<file path="src/rtl/if_id_queue_if.sv">
// Fetch-to-decode handshake bundle for the IF/ID instruction queue.
// The master side is the fetch/decode/hazard logic; the slave side is the queue.
interface if_id_queue_if #(
    parameter int unsigned DPW = 32
);
    logic [DPW-1:0] PCF;
    logic [DPW-1:0] InstrF;
    logic           validF;
    logic           fullF;
    logic           stallD;
    logic           flushD;
    logic           validD;
    logic [DPW-1:0] InstrD;
    logic [DPW-1:0] PCD;
    logic [DPW-1:0] PCPlus4D;

    modport master (
        output PCF, InstrF, validF, stallD, flushD,
        input  fullF, validD, InstrD, PCD, PCPlus4D
    );

    modport slave (
        input  PCF, InstrF, validF, stallD, flushD,
        output fullF, validD, InstrD, PCD, PCPlus4D
    );
endinterface

</file>
<file path="src/rtl/if_id_queue.sv">
// In-order instruction buffer between fetch and decode holding {PC, PC+4, instr}.
// Head outputs are combinational from storage and masked to NOP/0/0 when empty.
module if_id_queue #(
    parameter int unsigned    DEPTH = 4,
    parameter int unsigned    DPW   = 32,
    parameter logic [DPW-1:0] NOP   = DPW'(32'h0000_0013)
) (
    input  logic          clk,
    input  logic          rst,
    if_id_queue_if.slave  bus
);
    localparam int unsigned AW = $clog2(DEPTH);
    localparam int unsigned CW = $clog2(DEPTH + 1);

    logic [DPW-1:0] pc_mem    [DEPTH];
    logic [DPW-1:0] pc4_mem   [DEPTH];
    logic [DPW-1:0] instr_mem [DEPTH];

    logic [AW-1:0] wr_ptr;
    logic [AW-1:0] rd_ptr;
    logic [CW-1:0] count;

    logic full;
    logic valid;
    logic push;
    logic pop;

    // Full comes from the registered count only, so stallD never reaches fullF.
    assign full  = (count == CW'(DEPTH));
    assign valid = (count != '0);
    assign push  = bus.validF & ~full & ~bus.flushD;
    assign pop   = valid & ~bus.stallD & ~bus.flushD;

    always_ff @(posedge clk or posedge rst) begin
        if (rst) begin
            wr_ptr <= '0;
            rd_ptr <= '0;
            count  <= '0;
        end else if (bus.flushD) begin
            wr_ptr <= '0;
            rd_ptr <= '0;
            count  <= '0;
        end else begin
            if (push) wr_ptr <= wr_ptr + AW'(1);
            if (pop)  rd_ptr <= rd_ptr + AW'(1);
            case ({push, pop})
                2'b10:   count <= count + CW'(1);
                2'b01:   count <= count - CW'(1);
                default: count <= count;
            endcase
        end
    end

    // Storage is not reset; validity is tracked by count alone.
    always_ff @(posedge clk) begin
        if (push) begin
            pc_mem[wr_ptr]    <= bus.PCF;
            pc4_mem[wr_ptr]   <= bus.PCF + DPW'(4);
            instr_mem[wr_ptr] <= bus.InstrF;
        end
    end

    always_comb begin
        bus.fullF    = full;
        bus.validD   = valid;
        bus.InstrD   = NOP;
        bus.PCD      = '0;
        bus.PCPlus4D = '0;
        if (valid) begin
            bus.InstrD   = instr_mem[rd_ptr];
            bus.PCD      = pc_mem[rd_ptr];
            bus.PCPlus4D = pc4_mem[rd_ptr];
        end
    end
endmodule

</file>
<file path="src/flat_wrapper.sv">
// flat-port wrapper written by rule: the top's interface ports become plain ports
module if_id_queue_flat 
#(
    parameter int unsigned    DEPTH = 4,
    parameter int unsigned    DPW   = 32,
    parameter logic [DPW-1:0] NOP   = DPW'(32'h0000_0013)
)
  (clk, rst, bus_PCF, bus_InstrF, bus_validF, bus_stallD, bus_flushD, bus_fullF, bus_validD, bus_InstrD, bus_PCD, bus_PCPlus4D);
  if_id_queue_if #(.DPW(DPW)) bus_i ();
  input  logic clk;
  input  logic rst;
  input wire logic [$bits(bus_i.PCF)-1:0] bus_PCF;
  input wire logic [$bits(bus_i.InstrF)-1:0] bus_InstrF;
  input wire logic [$bits(bus_i.validF)-1:0] bus_validF;
  input wire logic [$bits(bus_i.stallD)-1:0] bus_stallD;
  input wire logic [$bits(bus_i.flushD)-1:0] bus_flushD;
  output wire logic [$bits(bus_i.fullF)-1:0] bus_fullF;
  output wire logic [$bits(bus_i.validD)-1:0] bus_validD;
  output wire logic [$bits(bus_i.InstrD)-1:0] bus_InstrD;
  output wire logic [$bits(bus_i.PCD)-1:0] bus_PCD;
  output wire logic [$bits(bus_i.PCPlus4D)-1:0] bus_PCPlus4D;
  assign bus_i.PCF = bus_PCF;
  assign bus_i.InstrF = bus_InstrF;
  assign bus_i.validF = bus_validF;
  assign bus_i.stallD = bus_stallD;
  assign bus_i.flushD = bus_flushD;
  assign bus_fullF = bus_i.fullF;
  assign bus_validD = bus_i.validD;
  assign bus_InstrD = bus_i.InstrD;
  assign bus_PCD = bus_i.PCD;
  assign bus_PCPlus4D = bus_i.PCPlus4D;
  if_id_queue #(.DEPTH(DEPTH), .DPW(DPW), .NOP(NOP)) u_core (.clk(clk), .rst(rst), .bus(bus_i));
endmodule
</file>
<file path="config.mk">
export PLATFORM = sky130hd
export DESIGN_NAME = if_id_queue_flat
export DESIGN_NICKNAME = d
export VERILOG_FILES = /design/src/rtl/if_id_queue_if.sv /design/src/rtl/if_id_queue.sv /design/src/flat_wrapper.sv
export SDC_FILE = /design/constraint.sdc
export NUM_CORES = 1
export LEC_CHECK = 0
export ABC_AREA = 1
export CORE_MARGIN = 3
export CORE_UTILIZATION = 34
export DETAILED_ROUTE_END_ITERATION = 8
export GPL_TIMING_DRIVEN = 0
export PLACE_DENSITY = 0.64
export SETUP_SLACK_MARGIN = 0.1
export SYNTH_ARGS = -nofsm -noshare
export SYNTH_HDL_FRONTEND = slang
export SYNTH_SLANG_ARGS = --single-unit
</file>
<file path="constraint.sdc">
create_clock -name clk -period 8.15 [get_ports clk]
set_input_delay 2.0375 -clock clk [delete_from_list [all_inputs] [get_ports clk]]
set_output_delay 2.0375 -clock clk [all_outputs]
set_load 0.01 [all_outputs]
</file>
==> metrics.md, run 1 <==
| Metric | Value |
|---|---|
| Synth warn | `0` |
| Global Route Usage Sum | `17.7%` |
| Synth Flop Type | `edfxtp_1` |
| Int Pwr | `4.11 mW` |
| Sequential cell area | `0.0115 mm2` |
| Area Growth Syn to Fin | `25.7%` |
| Vias post-DR | `10900` |
| Worst min path class | `reg2reg` |
| Initial antenna violation count | `6` |
| Total CTS buffers | `42` |
| Die W | `222 um` |
| Final period utilization | `64.7%` |
| DRT antenna net count | `0` |
| Fillers | `4227` |
| DP Area | `0.0186 mm2` |
| Finished Cell Area | `0.0200 mm2` |
| Crit. End Element | `output pin` |
| Row count | `78` |
| Crit path launch type | `flip-flop` |
| Final WL | `44400 um` |
| Synthesized Nets | `1424` |
| Htree depth | `2` |
| Switching Fraction | `31.2%` |
| Min-Delay Endpoint | `u_core.count[1]` |
| Clock root cell | `clkbuf_16` |
| Number of global-route vias before repair | `10700` |
| Hold buffer count at cts | `0` |
| Post-synth top area share | `71.1%` |
| Residual DRC count | `0` |
| Setup bufs post-CTS | `0` |
| WP data arrival | `3.23 ns` |
| R2R Setup Slk | `5.47 ns` |
| FF-to-FF End | `u_core.pc_mem[3][12]` |
| Combinational group share of total power | `30.3%` |
| Die area | `0.0493 mm2` |
| Critical-path maximum fanout | `10` |
| Clock latency on the worst-skew pair | `0.57 ns` |
| Tot Pwr | `5.96 mW` |
| Clk pin slew, worst setup/hold paths | `0.05 ns` |
| # clock sinks | `383` |
| R2r worst-path depth | `8` |
| Maximum VDD drop | `0.214 mV` |
| CTS tree | `yes` |
| Post-Layout Cell Count | `2208` |
| Max Clock Freq | `190 MHz` |
| Vias per inst | `4.96` |
| Unique cell type count in the Yosys netlist | `35` |
| Post-CTS sizing | `0` |
| Crit Path Category | `reg2out` |
| Footprint of the multi-input gates | `0.00397 mm2` |
| Hold depth | `2` |
| Final Hold Viols | `0` |
| Cells after synthesis | `1349` |
| Gpl congestion | `0.874` |
| Congestion Overflow GR | `0` |
| Net switching power | `1.86 mW` |
| Core area | `0.0458 mm2` |
| Minimum clock period | `5.27 ns` |
| Avg Cell Area, Syn | `11.8 um2` |
| I/O pin cnt | `167` |
| Max-cap violations | `0` |
| CP required | `6.11 ns` |
| Sequential share of the synthesized area | `72.2%` |
| Largest cells by area after synthesis | `edfxtp_1 71%, nor2_1 9.6%, o21ai_0 5.3%` |
| Worst r2r src | `u_core.count[0]` |
| Die Ht | `222 um` |
| PD cells | `299 mW/mm2` |
| Largest net degree at the start of global routing | `31` |
| Clock network power share | `31.6%` |
| Nets | `1647` |
| Synthesized flop and latch total | `383` |
| Total negative slack | `0 ns` |
| Status | `complete, no violations` |
| Setup Skew | `0.0247 ns` |
| WL/cell | `20.1 um` |
| Dpl hpwl | `29400 um` |
| RSZ-0062 raised after global routing | `false` |
| Final-report setup violation count | `0` |
| Top-count cell post-synth | `nor2_1` |
| Slew margin rel. | `37.9%` |
| DP Cell Count | `2128` |
| First-pass GRT wire length | `66500 um` |
| Max Buffers Root-to-Sink | `3` |
| Async set or reset register ratio after synthesis | `1.83%` |
| Initial Util | `34.7%` |
| Layout cell share with drive strength beyond 1 | `8.04%` |
| Final Slew Violations | `0` |
| Final setup margin | `2.88 ns` |
| Pleak | `6.88 nW` |
| Worst-Margin Slew | `0.929 ns` |
| Seq pwr share | `38.1%` |
| DRT iter0 DRCs | `1012` |
| Post-synth top area cell | `edfxtp_1` |
| Synth cell count leaders | `406 x nor2_1, 376 x edfxtp_1, 168 x o21ai_0` |
| Post-synth EDFFs | `376` |
| Cell area after synthesis | `0.0159 mm2` |
| Drt pass-1 iters | `5` |
| Hold_sp | `u_core.count[1]` |
| PortBufs | `166` |
| Pre-CTS WS | `3.43 ns` |
layout make-up:
| cell class | count | area share [%] |
|---|---|---|
| Multi-Input combinational cell | 856 | 19.9 |
| Clock inverter | 20 | 0.972 |
| Timing Repair Buffer | 179 | 9.67 |
| Inverter | 37 | 0.709 |
| Buffer | 73 | 1.66 |
| Sequential cell | 383 | 57.5 |
| Tap cell | 600 | 3.76 |
| Clock buffer | 56 | 5.85 |
| Antenna cell | 4 | 0.0502 |
flip-flops by register name (all words and copies together), names as in the netlist:
name              count
u_core.pc_mem       122
u_core.pc4_mem      126
u_core.wr_ptr         2
u_core.instr_mem    128
u_core.rd_ptr         2
u_core.count          3
worst max-delay path, stage by stage, from the launching register on:
cell	delay, ns
dfrtp_1	0.36
buf_4	0.21
inv_4	0.16
buf_4	0.26
clkbuf_1	0.48
o21ai_0	0.18
a21oi_1	0.41
clkdlybuf4s50_1	0.63
layout by cell type, fill, tap and decap left out, types with 2 or more instances in the layout:
cell | synthesis | final
buf_4 | 6 | 6
nor2_8 | 2 | 2
inv_2 | 4 | 4
nor3_4 | 2 | 2
a21oi_1 | 95 | 95
buf_12 | 0 | 12
xor2_1 | 13 | 13
o21ai_1 | 22 | 22
edfxtp_1 | 376 | 376
dfrtp_1 | 7 | 7
clkdlybuf4s50_1 | 0 | 166
clkbuf_1 | 36 | 47
buf_1 | 3 | 3
nand2_4 | 3 | 3
nor2_2 | 3 | 3
nand4_1 | 9 | 9
bufinv_16 | 0 | 4
nor3_1 | 9 | 9
nand3_1 | 10 | 10
clkinv_2 | 0 | 7
nor2_1 | 406 | 402
buf_2 | 28 | 28
nand3b_1 | 9 | 9
clkbuf_16 | 0 | 45
ha_1 | 5 | 5
o311ai_0 | 3 | 3
diode_2 | 0 | 4
o21ai_0 | 168 | 168
nand2_2 | 2 | 2
inv_1 | 31 | 31
clkinv_1 | 1 | 9
nand2_1 | 86 | 86
xnor2_1 | 2 | 2
nor2_4 | 1 | 5
logic make-up (layout without fill, tap and decap cells):
kind of cell / after synthesis / in the layout / synth area share, %
buffers and inverters: 110 / 365 / 2.98
adders and majority gates: 6 / 6 / 0.520
DFF: 383 / 383 / 72.2
AOI/OAI and AO/OA: 289 / 289 / 9.20
xor gates and xnor gates: 15 / 15 / 0.828
and+or+nand+nor: 546 / 546 / 14.2
other: 0 / 4 / 0
power by group through the flow:
stage               Sequential, mW  Clock (mW)  Combinational (mW)
finish                        2.27        1.88                1.81
global route                  2.28        2.00                1.97
CTS                           2.27        1.93                1.84
detailed placement            2.31           0                1.83
global placement              2.33           0                1.80
floorplan                     2.32           0               0.807
routing by layer:
layer	track usage, %	share of wire (%)	vias to the layer above	routed length (um)
li1	-	-	5182	-
met4	6.44	3.0	6	1310
met2	28.8	49	333	21500
met1	23.7	42	5341	18800
met3	3.16	6.1	85	2710
met5	0	0.10	-	45
how the worst max path moves through the flow:
stage / endpoint / cells past startpoint / start
2_1_floorplan: u_core.instr_mem[0][0] / 4 / bus_validF
3_3_place_gp: u_core.pc_mem[1][9] / 5 / bus_validF
3_5_place_dp: bus_PCPlus4D[4] / 7 / u_core.rd_ptr[0]
4_1_cts: bus_PCPlus4D[4] / 7 / u_core.rd_ptr[0]
5_1_grt: bus_PCPlus4D[0] / 8 / u_core.rd_ptr[0]
6_report: bus_PCPlus4D[4] / 7 / u_core.rd_ptr[0]
metrics by stage:
step           utilization [%]  hold slack [ns]
6_report                  43.6            0.564
5_1_grt                   43.6            0.595
4_1_cts                   43.6            0.568
3_5_place_dp              40.6            0.554
3_3_place_gp              40.0            0.528
2_1_floorplan                -            0.503
Note: power is estimated with default switching activity, not from simulation.
==> inputs of run 2 (changes only) <==
--- a/config.mk
+++ b/config.mk
@@ -10,7 +10,7 @@
 export CORE_UTILIZATION = 34
 export DETAILED_ROUTE_END_ITERATION = 8
 export GPL_TIMING_DRIVEN = 0
-export PLACE_DENSITY = 0.64
+export PLACE_DENSITY = 0.66
 export SETUP_SLACK_MARGIN = 0.1
 export SYNTH_ARGS = -nofsm -noshare
 export SYNTH_HDL_FRONTEND = slang
==> constraint.sdc (replaced) <==
create_clock -name clk -period 4.4 [get_ports clk]
set_input_delay 1.1 -clock clk [delete_from_list [all_inputs] [get_ports clk]]
set_output_delay 1.1 -clock clk [all_outputs]
set_load 0.01 [all_outputs]
==> run 2 against run 1 <==
Total power increased by 82%; worst hold slack worse by 0.014 ns; critical path depth increased by 1; largest cell class unchanged; register-to-register slack worse by 3.7 ns; flip-flop and latch count is the same.
==> metrics.md, run 2 (synthesis gave the netlist of run 1 again) <==
| Metric | Value |
|---|---|
| Pre-CTS WS | `0.590 ns (was 3.43 ns)` |
| Total CTS buffers | `42 (unchanged)` |
| Net switching power | `3.41 mW (was 1.86 mW)` |
| WL/cell | `19.8 um (was 20.1 um)` |
| Int Pwr | `7.42 mW (was 4.11 mW)` |
| Worst-path cell chain | `buf_4, buf_2, buf_2, nor2_1, nor2_1, o21ai_1, a21oi_1, clkdlybuf4s50_1 (was buf_4, inv_4, buf_4, clkbuf_1, o21ai_0, a21oi_1, clkdlybuf4s50_1)` |
| Clock root cell | `clkbuf_16 (unchanged)` |
| Htree depth | `2 (unchanged)` |
| Top Metal Used | `met5 (unchanged)` |
| Max reg flops | `128 (unchanged)` |
| Wl on met1 | `18300 um (was 18800 um)` |
| Top flop regs | `u_core.instr_mem: 128 flops, u_core.pc4_mem: 126 flops, u_core.pc_mem: 122 flops (unchanged)` |
| Critical Path Sink | `bus_PCPlus4D[5] (was bus_PCPlus4D[4])` |
| DR WL met2 | `21400 um (was 21500 um)` |
| Clock latency on the worst-skew pair | `0.54 ns (was 0.57 ns)` |
| Worst-Margin Slew | `0.816 ns (was 0.929 ns)` |
| Critical-path maximum fanout | `10 (unchanged)` |
| FF-to-FF End | `u_core.pc_mem[2][16] (was u_core.pc_mem[3][12])` |
| WP data arrival | `3.01 ns (was 3.23 ns)` |
| Die W | `222 um (unchanged)` |
| Status | `complete, no violations (unchanged)` |
| CP startpoint | `u_core.rd_ptr[0] (unchanged)` |
| Max Buffers Root-to-Sink | `3 (unchanged)` |
| CP required | `3.30 ns (was 6.11 ns)` |
| Hold_sp | `u_core.count[1] (unchanged)` |
| Pleak | `6.85 nW (was 6.88 nW)` |
| Vias post-DR | `10900 (about the same)` |
| Combinational group share of total power | `30.9% (was 30.3%)` |
| Congestion Overflow GR | `0 (unchanged)` |
| Die Ht | `222 um (unchanged)` |
| Most flop-heavy register | `u_core.instr_mem (unchanged)` |
| Final Hold Viols | `0 (unchanged)` |
| Area Growth Syn to Fin | `25.2% (was 25.7%)` |
| Crit Path Category | `reg2out (unchanged)` |
| DRT antenna net count | `0 (unchanged)` |
| Drt pass-1 iters | `5 (unchanged)` |
| Crit. End Element | `output pin (unchanged)` |
| PD cells | `545 mW/mm2 (was 299 mW/mm2)` |
| Global Route Usage Sum | `17.2% (was 17.7%)` |
| Final period utilization | `93.5%` |
| Nets | `1647 (unchanged)` |
| CTS tree | `yes (unchanged)` |
| Final Slew Violations | `0 (unchanged)` |
| Clock network power share | `30.2% (was 31.6%)` |
| Minimum clock period | `4.11 ns` |
| Worst r2r src | `u_core.count[0] (unchanged)` |
| Gpl congestion | `0.883 (was 0.874)` |
| Residual DRC count | `0 (unchanged)` |
| Clk pin slew, worst setup/hold paths | `0.06 ns (was 0.05 ns)` |
| Setup Skew | `0.0210 ns (was 0.0247 ns)` |
| Tot Pwr | `10.8 mW (was 5.96 mW)` |
| Final WL | `43700 um (was 44400 um)` |
| R2R Setup Slk | `1.75 ns (was 5.47 ns)` |
| Max stage delay on crit path | `0.61 ns (was 0.63 ns)` |
| Final-report setup violation count | `0 (unchanged)` |
| Initial antenna violation count | `6 (unchanged)` |
| Most frequent cells in the layout | `402 x nor2_1, 376 x edfxtp_1, 168 x o21ai_0, 166 x clkdlybuf4s50_1, 93 x a21oi_1 (was 402 x nor2_1, 376 x edfxtp_1, 168 x o21ai_0, 166 x clkdlybuf4s50_1, 95 x a21oi_1)` |
| Worst min path class | `reg2reg (unchanged)` |
| PortBufs | `166 (unchanged)` |
| Row count | `78 (unchanged)` |
| Die area | `0.0493 mm2 (unchanged)` |
| R2r worst-path depth | `8 (unchanged)` |
| First-pass GRT wire length | `65400 um (was 66500 um)` |
| Seq pwr share | `38.9% (was 38.1%)` |
| Initial Util | `34.7% (unchanged)` |
| # clock sinks | `383 (unchanged)` |
| Dpl hpwl | `29200 um (was 29400 um)` |
| Crit-path slowest cell | `clkdlybuf4s50_1 (unchanged)` |
| Hold WS | `0.550 ns (was 0.564 ns)` |
| Maximum VDD drop | `0.260 mV (was 0.214 mV)` |
| Layout cell share with drive strength beyond 1 | `8.61% (was 8.04%)` |
| Slew margin rel. | `45.5% (was 37.9%)` |
| Largest net degree at the start of global routing | `31 (unchanged)` |
| Max Clock Freq | `243 MHz` |
| Number of global-route vias before repair | `10600 (was 10700)` |
| RSZ-0062 raised after global routing | `false (unchanged)` |
| Total negative slack | `0 ns (unchanged)` |
| Core area | `0.0458 mm2 (unchanged)` |
| Final setup margin | `0.288 ns (was 2.88 ns)` |
| Fillers | `4233 (was 4227)` |
| Crit path launch type | `flip-flop (unchanged)` |
| Max-cap violations | `0 (unchanged)` |
| Most common cell after layout, fill and taps aside | `nor2_1 (unchanged)` |
| Met3 WL post-DR | `3060 um (was 2710 um)` |
| I/O pin cnt | `167 (unchanged)` |
| Switching Fraction | `31.5% (was 31.2%)` |
| Vias per inst | `4.95 (was 4.96)` |
| DRT iter0 DRCs | `1175 (was 1012)` |
[run 2: cell types whose count changed in the layout (fill, tap and decap cells not counted), sizes merged, moves of 2 or more]
cell	previous run	this run
clkbuf	92	87
bufinv	4	2
clkinv	17	19
clkinvlp	0	2
inv	36	38
[run 2: layout make-up]
class / count / area [um2] / area share (%)
multi-input cells: 856 / 3970 / 20.0
repair buffers: 179 / 1920 / 9.67
clock buffers: 50 / 1100 / 5.54
inverters: 37 / 141 / 0.711
diodes: 5 / 12.5 / 0.0629
well taps: 600 / 751 / 3.78
flip-flops and latches: 383 / 11500 / 57.7
clock inverters: 24 / 174 / 0.875
plain buffers: 73 / 340 / 1.71
[run 2: worst max-delay path, delay by kind of cell, from the launching register on]
| family | cells | cell delay, ns |
|---|---|---|
| simple gates | 2 | 0.19 |
| buf+inv | 4 | 1.56 |
| compound gates | 2 | 0.37 |
| flops | 1 | 0.34 |
[run 2: power by group through the flow]
stage               clock network (mW)  registers (mW)  logic (mW)
floorplan                            0            4.30        1.49
global placement                     0            4.32        3.32
detailed placement                   0            4.29        3.38
CTS                               3.36            4.21        3.41
global route                      3.51            4.22        3.63
finish                            3.28            4.21        3.34
[run 2: how the worst min path moves through the flow]
stage / endpoint / slack, ns / cells past startpoint
3_3_place_gp: u_core.count[1] / 0.53 / 2
5_1_grt: u_core.count[1] / 0.58 / 2
4_1_cts: u_core.count[1] / 0.55 / 2
6_report: u_core.count[1] / 0.55 / 2
3_5_place_dp: u_core.count[1] / 0.53 / 2
2_1_floorplan: u_core.count[1] / 0.50 / 2
[run 2: what timing repair did]
action | 4_1_cts | 5_1_grt
setup endpoints to repair | 5 | 15
pin swaps | 0 | 0
setup buffers | 0 | 0
resized for setup | 3 | 9
hold buffers | 0 | 0
cloned | 0 | 0
[run 2: stage by stage]
step,utilization [%],instance area [um2],instances
2_1_floorplan,-,15900,1349
3_3_place_gp,40.0,18300,2115
3_5_place_dp,40.6,18600,2128
4_1_cts,43.4,19900,2202
5_1_grt,43.4,19900,2204
6_report,43.4,19900,2207
[run 2: layer usage]
layer | GRT usage [%] | vias to the layer above
li1 | - | 5186
met3 | 3.28 | 66
met1 | 23.0 | 5268
met2 | 28.9 | 406
met5 | 0 | -
met4 | 4.71 | 2
